File: config.mk
export PLATFORM = sky130hd
export DESIGN_NAME = traffic_phase_timer
export DESIGN_NICKNAME = d
export VERILOG_FILES = /design/src/rtl/traffic_phase_timer.sv
export SDC_FILE = /design/constraint.sdc
export NUM_CORES = 1
export LEC_CHECK = 0
export CELL_PAD_IN_SITES_DETAIL_PLACEMENT = 1
export CELL_PAD_IN_SITES_GLOBAL_PLACEMENT = 1
export CORE_MARGIN = 2
export CORE_UTILIZATION = 34
export DETAILED_ROUTE_END_ITERATION = 6
export PLACE_DENSITY_LB_ADDON = 0.15
export REMOVE_ABC_BUFFERS = 1
export SYNTH_ARGS = -nofsm -noshare
export SYNTH_HDL_FRONTEND = slang
export SYNTH_SLANG_ARGS = --single-unit
File: constraint.sdc
create_clock -name clk -period 2.3 [get_ports clk]
set_clock_uncertainty 0.1 [all_clocks]
set_input_delay 0.23 -clock clk [delete_from_list [all_inputs] [get_ports clk]]
set_output_delay 0.23 -clock clk [all_outputs]
set_load 0.01 [all_outputs]
File: src/rtl/traffic_phase_timer.sv
// rtl/traffic_phase_timer.sv - RED/GREEN/YELLOW phase sequencer with packed-BCD countdown
// Night mode forces flashing yellow with both display digits blanked.
module traffic_phase_timer #(
  parameter int RED_TIME    = 28,
  parameter int GREEN_TIME  = 25,
  parameter int YELLOW_TIME = 3
) (
  input  logic       clk,
  input  logic       rst_n,
  input  logic       tick,
  input  logic       run,
  input  logic       night,
  output logic       light_red,
  output logic       light_yellow,
  output logic       light_green,
  output logic [3:0] bcd_tens,
  output logic [3:0] bcd_ones,
  output logic       en_tens,
  output logic       en_ones,
  output logic       phase_done
);

  generate
    if (RED_TIME < 1 || RED_TIME > 99) begin : g_bad_red
      $error("traffic_phase_timer: RED_TIME must be 1..99");
    end
    if (GREEN_TIME < 1 || GREEN_TIME > 99) begin : g_bad_green
      $error("traffic_phase_timer: GREEN_TIME must be 1..99");
    end
    if (YELLOW_TIME < 1 || YELLOW_TIME > 99) begin : g_bad_yellow
      $error("traffic_phase_timer: YELLOW_TIME must be 1..99");
    end
  endgenerate

  localparam logic [3:0] RED_TENS    = 4'(RED_TIME / 10);
  localparam logic [3:0] RED_ONES    = 4'(RED_TIME % 10);
  localparam logic [3:0] GREEN_TENS  = 4'(GREEN_TIME / 10);
  localparam logic [3:0] GREEN_ONES  = 4'(GREEN_TIME % 10);
  localparam logic [3:0] YELLOW_TENS = 4'(YELLOW_TIME / 10);
  localparam logic [3:0] YELLOW_ONES = 4'(YELLOW_TIME % 10);

  typedef enum logic [1:0] {
    ST_RED    = 2'd0,
    ST_GREEN  = 2'd1,
    ST_YELLOW = 2'd2,
    ST_FLASH  = 2'd3
  } state_t;

  state_t     state, state_n;
  logic [3:0] tens_n, ones_n;
  logic       flash_n;
  logic       done_n;
  logic       red_n, yellow_n, green_n;
  logic       en_tens_n, en_ones_n;

  always_comb begin
    state_n = state;
    tens_n  = bcd_tens;
    ones_n  = bcd_ones;
    flash_n = light_yellow;
    done_n  = 1'b0;

    if (night) begin
      if (state != ST_FLASH) begin
        state_n = ST_FLASH;
        tens_n  = 4'd0;
        ones_n  = 4'd0;
        flash_n = 1'b1;
      end else if (tick) begin
        flash_n = ~light_yellow;
      end
    end else if (state == ST_FLASH) begin
      state_n = ST_RED;
      tens_n  = RED_TENS;
      ones_n  = RED_ONES;
    end else if (tick && run) begin
      if (bcd_tens == 4'd0 && bcd_ones == 4'd1) begin
        done_n = 1'b1;
        case (state)
          ST_RED: begin
            state_n = ST_GREEN;
            tens_n  = GREEN_TENS;
            ones_n  = GREEN_ONES;
          end
          ST_GREEN: begin
            state_n = ST_YELLOW;
            tens_n  = YELLOW_TENS;
            ones_n  = YELLOW_ONES;
          end
          default: begin
            state_n = ST_RED;
            tens_n  = RED_TENS;
            ones_n  = RED_ONES;
          end
        endcase
      end else if (bcd_ones != 4'd0) begin
        ones_n = bcd_ones - 4'd1;
      end else begin
        ones_n = 4'd9;
        tens_n = bcd_tens - 4'd1;
      end
    end

    // Lamps and enables are derived from the next state so they register in step with it.
    red_n     = (state_n == ST_RED);
    green_n   = (state_n == ST_GREEN);
    yellow_n  = (state_n == ST_FLASH) ? flash_n : (state_n == ST_YELLOW);
    en_ones_n = (state_n != ST_FLASH);
    en_tens_n = (state_n != ST_FLASH) && (tens_n != 4'd0);
  end

  always_ff @(posedge clk or negedge rst_n) begin
    if (!rst_n) begin
      state        <= ST_RED;
      bcd_tens     <= RED_TENS;
      bcd_ones     <= RED_ONES;
      light_red    <= 1'b1;
      light_yellow <= 1'b0;
      light_green  <= 1'b0;
      en_tens      <= (RED_TENS != 4'd0);
      en_ones      <= 1'b1;
      phase_done   <= 1'b0;
    end else begin
      state        <= state_n;
      bcd_tens     <= tens_n;
      bcd_ones     <= ones_n;
      light_red    <= red_n;
      light_yellow <= yellow_n;
      light_green  <= green_n;
      en_tens      <= en_tens_n;
      en_ones      <= en_ones_n;
      phase_done   <= done_n;
    end
  end

endmodule

==> flow_summary_export.csv <==
group,metric,value,unit
outcome,status,"finished, final reports clean",
synth,synth_top_cell_area_share,28.46,%
worst_setup_path,worstSetupPathType,"flip-flop to flip-flop",
clock_tree,clock-sinks,16,
worst_setup_path,startpoint_type,"flip-flop",
grt,grt_pass1_wl,4.209,mm
worst_setup_path,worstPathCellList,"inv_1 > ha_1 > and4bb_1 > buf_4 > o21ai_0 > a22oi_1 > o22a_1 > a41oi_2",
die,ios,19,
sta,tns,0,ns
route,wl_per_cell,15.62,um
sta,finalCritPeriodShare,92.40,%
grt,grt_pass1_vias,874,
clock_tree,cts_tree,"yes",
synth,ys_ff_latch,16,
route,drc,0,
pwr,power_density,647.9,mW/mm^2
grt,gr-usage-met3,2.041,%
synth,yosys.area.top_type,"dfrtp_1",
synth,synth_edf_count,0,
sta,worstMarginPinSlew,0.7187,ns
synth,synth_area,967.2,um^2
die,core,0.002734,mm^2
grt,grt_overflow,0,
sta,slew_viol_final,0,
clock_tree,cts_buffer_depth,2,
sta,maxSlewHeadroom,51.94,%
grt,met1_usage,23.07,%
sta,setup_viol,0,
sta,min_period,2.125,ns
route,routed_wl,2.436,mm
synth,ys_seq_area_share,42.04,%
die,die_area,0.003287,mm^2
placement,dp_hpwl,1.826,mm
pwr,leakagePower,0.5363,nW
synth,yosysWarnings,0,
die,die-width,57.34,um
synth,synthCells,100,
synth,synth.distinct_cells,39,
clock_tree,post_cts_buffers,0,
clock_tree,worstSkewPairLatency,0.28,ns
pwr,p_seq_share,42.0,%
worst_setup_path,path_max_fanout,5,
pwr,vdd_drop_max,0.3815,mV
synth,synth_common_cells,"11 x dfrtp_1, 8 x inv_1, 8 x o21ai_0",
worst_setup_path,r2r_setup_slack,0.17,ns
grt,antenna_found_initial,0,
worst_setup_path,reg2reg_depth,8,
grt,top_usage_layer,"met2",
sta,max_freq,470.6,MHz
pwr,clkPwrFrac,23.4,%
finish,num_antenna_cells,0,
pwr,swShare,31.55,%
die,start_util,35.38,%
worst_hold_path,hold_class,"input pin to async pin",
worst_setup_path,r2r_start,"bcd_tens[1]",
placement,gp_congestion,0.7985,
sta,whs,0.2673,ns
synth,synth-main-ff-cell,"dfrtp_1",
worst_setup_path,critPathMaxStageDelay,0.54,ns
die,rows,19,
clock_tree,cts_buffers,3,
clock_tree,cts_hold_buf,0,
pwr,pwr-share-comb,34.6,%
finish,syn_to_final_growth,30.01,%
worst_setup_path,arrival,2.24,ns
sta,rsz0062_at_grt,"no",
grt,grt_max_degree,17,
pwr,internal-power,0.0005577,W
worst_setup_path,r2r_end,"en_tens",
sta,hold_viol,0,
pwr,p_switching,0.0002571,W
synth,yosysMostFrequentCell,"dfrtp_1",
worst_setup_path,cp.required,2.41,ns
grt,met2_usage,27.26,%
worst_setup_path,cpMaxStageDelayCell,"dfstp_2",
synth,synthArstFlopShare,100.0,%
route,first_iter_violations,15,
die,die_height,57.34,um
clock_tree,cts_max_level,1,
worst_setup_path,endpoint_kind,"flip-flop",
grt,groute.usage.overall,16.48,%
route,via_per_inst,5.462,
route,first_pass_iters,4,
clock_tree,cts_root_buffer,"clkbuf_4",
synth,ys_top_cells_by_area,"dfrtp_1 28%, dfstp_2 14%, o21a_1 4.7%, o21ai_0 4.1%, ha_1 3.9%",
placement,port_buffers,18,
finish,layout.nets,134,
synth,syn_area_per_cell,9.672,um^2
clock_tree,clkTransAtPathRegs,0.10,ns
route,final_antenna_net_count,0,
flow_run,drv_cap,0,
finish,layout-drive-gt1-share,19.20,%
route,vias,852,
[power groups by stage]
stage / logic [W] / clock network, W / registers (W)
final: 0.000282 / 0.000191 / 0.000342
after global routing: 0.000313 / 0.000212 / 0.000347
after CTS: 0.000284 / 0.000196 / 0.000342
after detailed placement: 0.000283 / 0 / 0.000347
after global placement: 0.000277 / 0 / 0.000347
after floorplan: 0.000131 / 0 / 0.000369
[stage by stage]
step	setup WS, ns	instances	utilization (%)	power [W]	area [um^2]
after floorplan	0.1271	94	-	0.0004998	932.1
after global placement	0.2088	152	44.58	0.0006238	1219
after detailed placement	0.1914	152	44.58	0.0006306	1219
after CTS	0.1702	156	45.90	0.0008227	1255
after global routing	0.02092	156	46.00	0.0008728	1257
final	0.1748	156	46.00	0.0008147	1257
[worst max path at each step]
stage | to | slack [ns] | cells after the start | startpoint
global route | en_tens | 0.02 | 8 | bcd_tens[1]
detailed placement | bcd_ones[3] | 0.19 | 8 | bcd_tens[1]
floorplan | en_tens | 0.13 | 7 | bcd_tens[1]
global placement | bcd_ones[3] | 0.21 | 8 | bcd_tens[1]
CTS | bcd_ones[3] | 0.17 | 8 | bcd_tens[1]
finish | en_tens | 0.17 | 8 | bcd_tens[1]
[flip-flops by register name (all words and copies together) (netlist names)]
signal	flops
bcd_ones	4
bcd_tens	4
en_ones	1
en_tens	1
light_green	1
light_red	1
light_yellow	1
phase_done	1
state	2
[layout make-up]
type                       count  area (um^2)
fill                         317         1476
multi-input combinational     70        498.0
sequential                    16        406.6
timing repair buffer          27        247.7
tap                           31        38.79
clock buffer                   4        36.28
inverter                       8        30.03
[worst max-delay path, delay by kind of cell, from the launching register on]
kind | cells | cell delay (ns)
compound gates | 4 | 0.76
fa+ha+maj | 1 | 0.22
buf+inv | 2 | 0.20
flops | 1 | 0.54
simple gates | 1 | 0.23
[kinds of logic (layout without fill, tap and decap cells)]
family	count (synthesis)	after routing	synth area share [%]
compound gates	37	37	27.04
mux	1	1	1.035
fa+ha+maj	3	3	3.881
simple gates	27	27	17.47
flops	16	16	42.04
xor+xnor	2	2	1.811
buf+inv	14	39	6.727
[per-layer routing]
metal,share of wire (%),up-vias
li1,-,413
met1,48,423
met2,49,14
met3,2.7,2
met4,0.78,0
met5,0,-
[placed cells by master (no fill, tap or decap), drive strengths merged, types with 2 or more instances in the layout]
| master | synthesis | final |
|---|---|---|
| a21o | 3 | 3 |
| a21oi | 5 | 5 |
| a22oi | 2 | 2 |
| a31oi | 3 | 3 |
| and4bb | 2 | 2 |
| buf | 3 | 9 |
| clkbuf | 3 | 4 |
| clkdlybuf4s50 | 0 | 18 |
| dfrtp | 11 | 11 |
| dfstp | 5 | 5 |
| ha | 3 | 3 |
| inv | 8 | 8 |
| nand2 | 5 | 5 |
| nand2b | 2 | 2 |
| nand3 | 2 | 2 |
| nor2 | 6 | 6 |
| nor3 | 4 | 4 |
| o21a | 6 | 6 |
| o21ai | 8 | 8 |
| o31ai | 2 | 2 |
| o41ai | 2 | 2 |
[repair_timing]
item | 4_1_cts | 5_1_grt
endpoints found under the setup margin | 0 | 1
hold endpoints to repair | 0 | 0
gates resized for setup | 0 | 1
No activity file was read; power rests on OpenSTA's default activity.
==> variant (same settings) <==
Reset style: synchronous (`rst_n`), changed in one clocked block.
--- a/src/rtl/traffic_phase_timer.sv
+++ b/src/rtl/traffic_phase_timer.sv
@@ -109,7 +109,7 @@
     en_tens_n = (state_n != ST_FLASH) && (tens_n != 4'd0);
   end
 
-  always_ff @(posedge clk or negedge rst_n) begin
+  always_ff @(posedge clk) begin
     if (!rst_n) begin
       state        <= ST_RED;
       bcd_tens     <= RED_TENS;
Formal check against the unedited RTL: differs if rst_n is asserted again (counterexample within 4 cycles, from zero or initial values and one cycle with rst_n low); with rst_n held inactive, the same outputs for 10 cycles.
==> variant against the original RTL <==
The run now ends with design-rule violations left. Power decreased by 18%. Wire length increased by 17%. Area after synthesis increased by 5.6%. Design area increased by 2.1%. Via count increased by 13%. Sequential power decreased by 9.1%. Sequential cell count unchanged. Sequential share of layout area decreased by 7.4 points. Cell count increased by 8.3%. Worst setup slack improved by 14 ps. Synthesized cell count increased by 17%. Hold slack improved by 160 ps. Largest power group unchanged.
==> variant: results <==
{
  "buffers_excl_clock": 23,
  "clk_latency_ps": 300,
  "cp_slowest_stage_delay_ps": 440,
  "multiInputGateArea_um2": 644,
  "grt_max_degree": 14,
  "synth.area.top_cells": "dfxtp_1 (31%), nand4bb_4 (5.4%), nand2_1 (4.0%), ha_1 (3.7%), o21ai_0 (3.4%)",
  "syn_inst": 117,
  "gp_congestion": 0.840,
  "p_int_w": 0.000468,
  "use_met3_pct": 2.64,
  "grt_pass1_vias": 938,
  "hpwl_um": 2100,
  "worst_path_max_delay_cell": "or3b_4",
  "vias": 967,
  "hold_class": "reg -> reg",
  "drive_gt1_share_pct": 13.0,
  "dr_wl_met2_um": 1200,
  "final-clk-cell-share_pct": 2.83,
  "firstDrtPassIters": 6,
  "wl_met3_um": 79,
  "m1WireLength_um": 1530,
  "synthTopCellsByCount": "dfxtp_1 (16), nand2_1 (11), nor2_1 (9)",
  "violations": "design-rule violations",
  "async_flop_share_pct": 0,
  "met1_usage_pct": 25.9,
  "register_area_um2": 320,
  "routed_wl_um": 2850,
  "worst_pin_slew_ps": 459,
  "clkTransAtPathRegs_ps": 120,
  "status": "finished, violations left",
  "coreArea_um2": 2810,
  "yosysUniqueCellTypes": 46,
  "p_leak_nw": 0.461,
  "vdd_ir_drop_max_mv": 0.189,
  "non_clock_buffer_area_share_pct": 17.0,
  "dp.cells": 165,
  "grt_usage_pct": 18.3,
  "drc": 2,
  "synth_flop_cell": "dfxtp_1"
}
-- variant: changes by cell type in the layout (fill, tap and decap cells not counted), moves of 3 or more --
| cell | change |
|---|---|
| nor2_1 | +3 |
| a21boi_0 | +3 |
| o31a_1 | +3 |
| xnor2_1 | +3 |
| buf_4 | -4 |
| dfrtp_1 | -11 |
| o21a_1 | -5 |
| dfxtp_1 | +16 |
| dfstp_2 | -5 |
| nand2_1 | +6 |
-- variant: kinds of logic after synthesis --
kind of cell | synth area share [%]
compound gates | 26.5
xor+xnor | 3.43
fa+ha+maj | 3.68
buf+inv | 5.51
flops | 31.4
simple gates | 29.5
-- variant: final timing paths --
path,startpoint,to,slack (ps),depth (start not counted)
hold reg to reg,bcd_ones[1],bcd_ones[1],420,2
setup reg to reg,bcd_ones[0],en_tens,190,7
hold / removal,bcd_ones[1],bcd_ones[1],420,2
setup / recovery,bcd_ones[0],en_tens,190,7
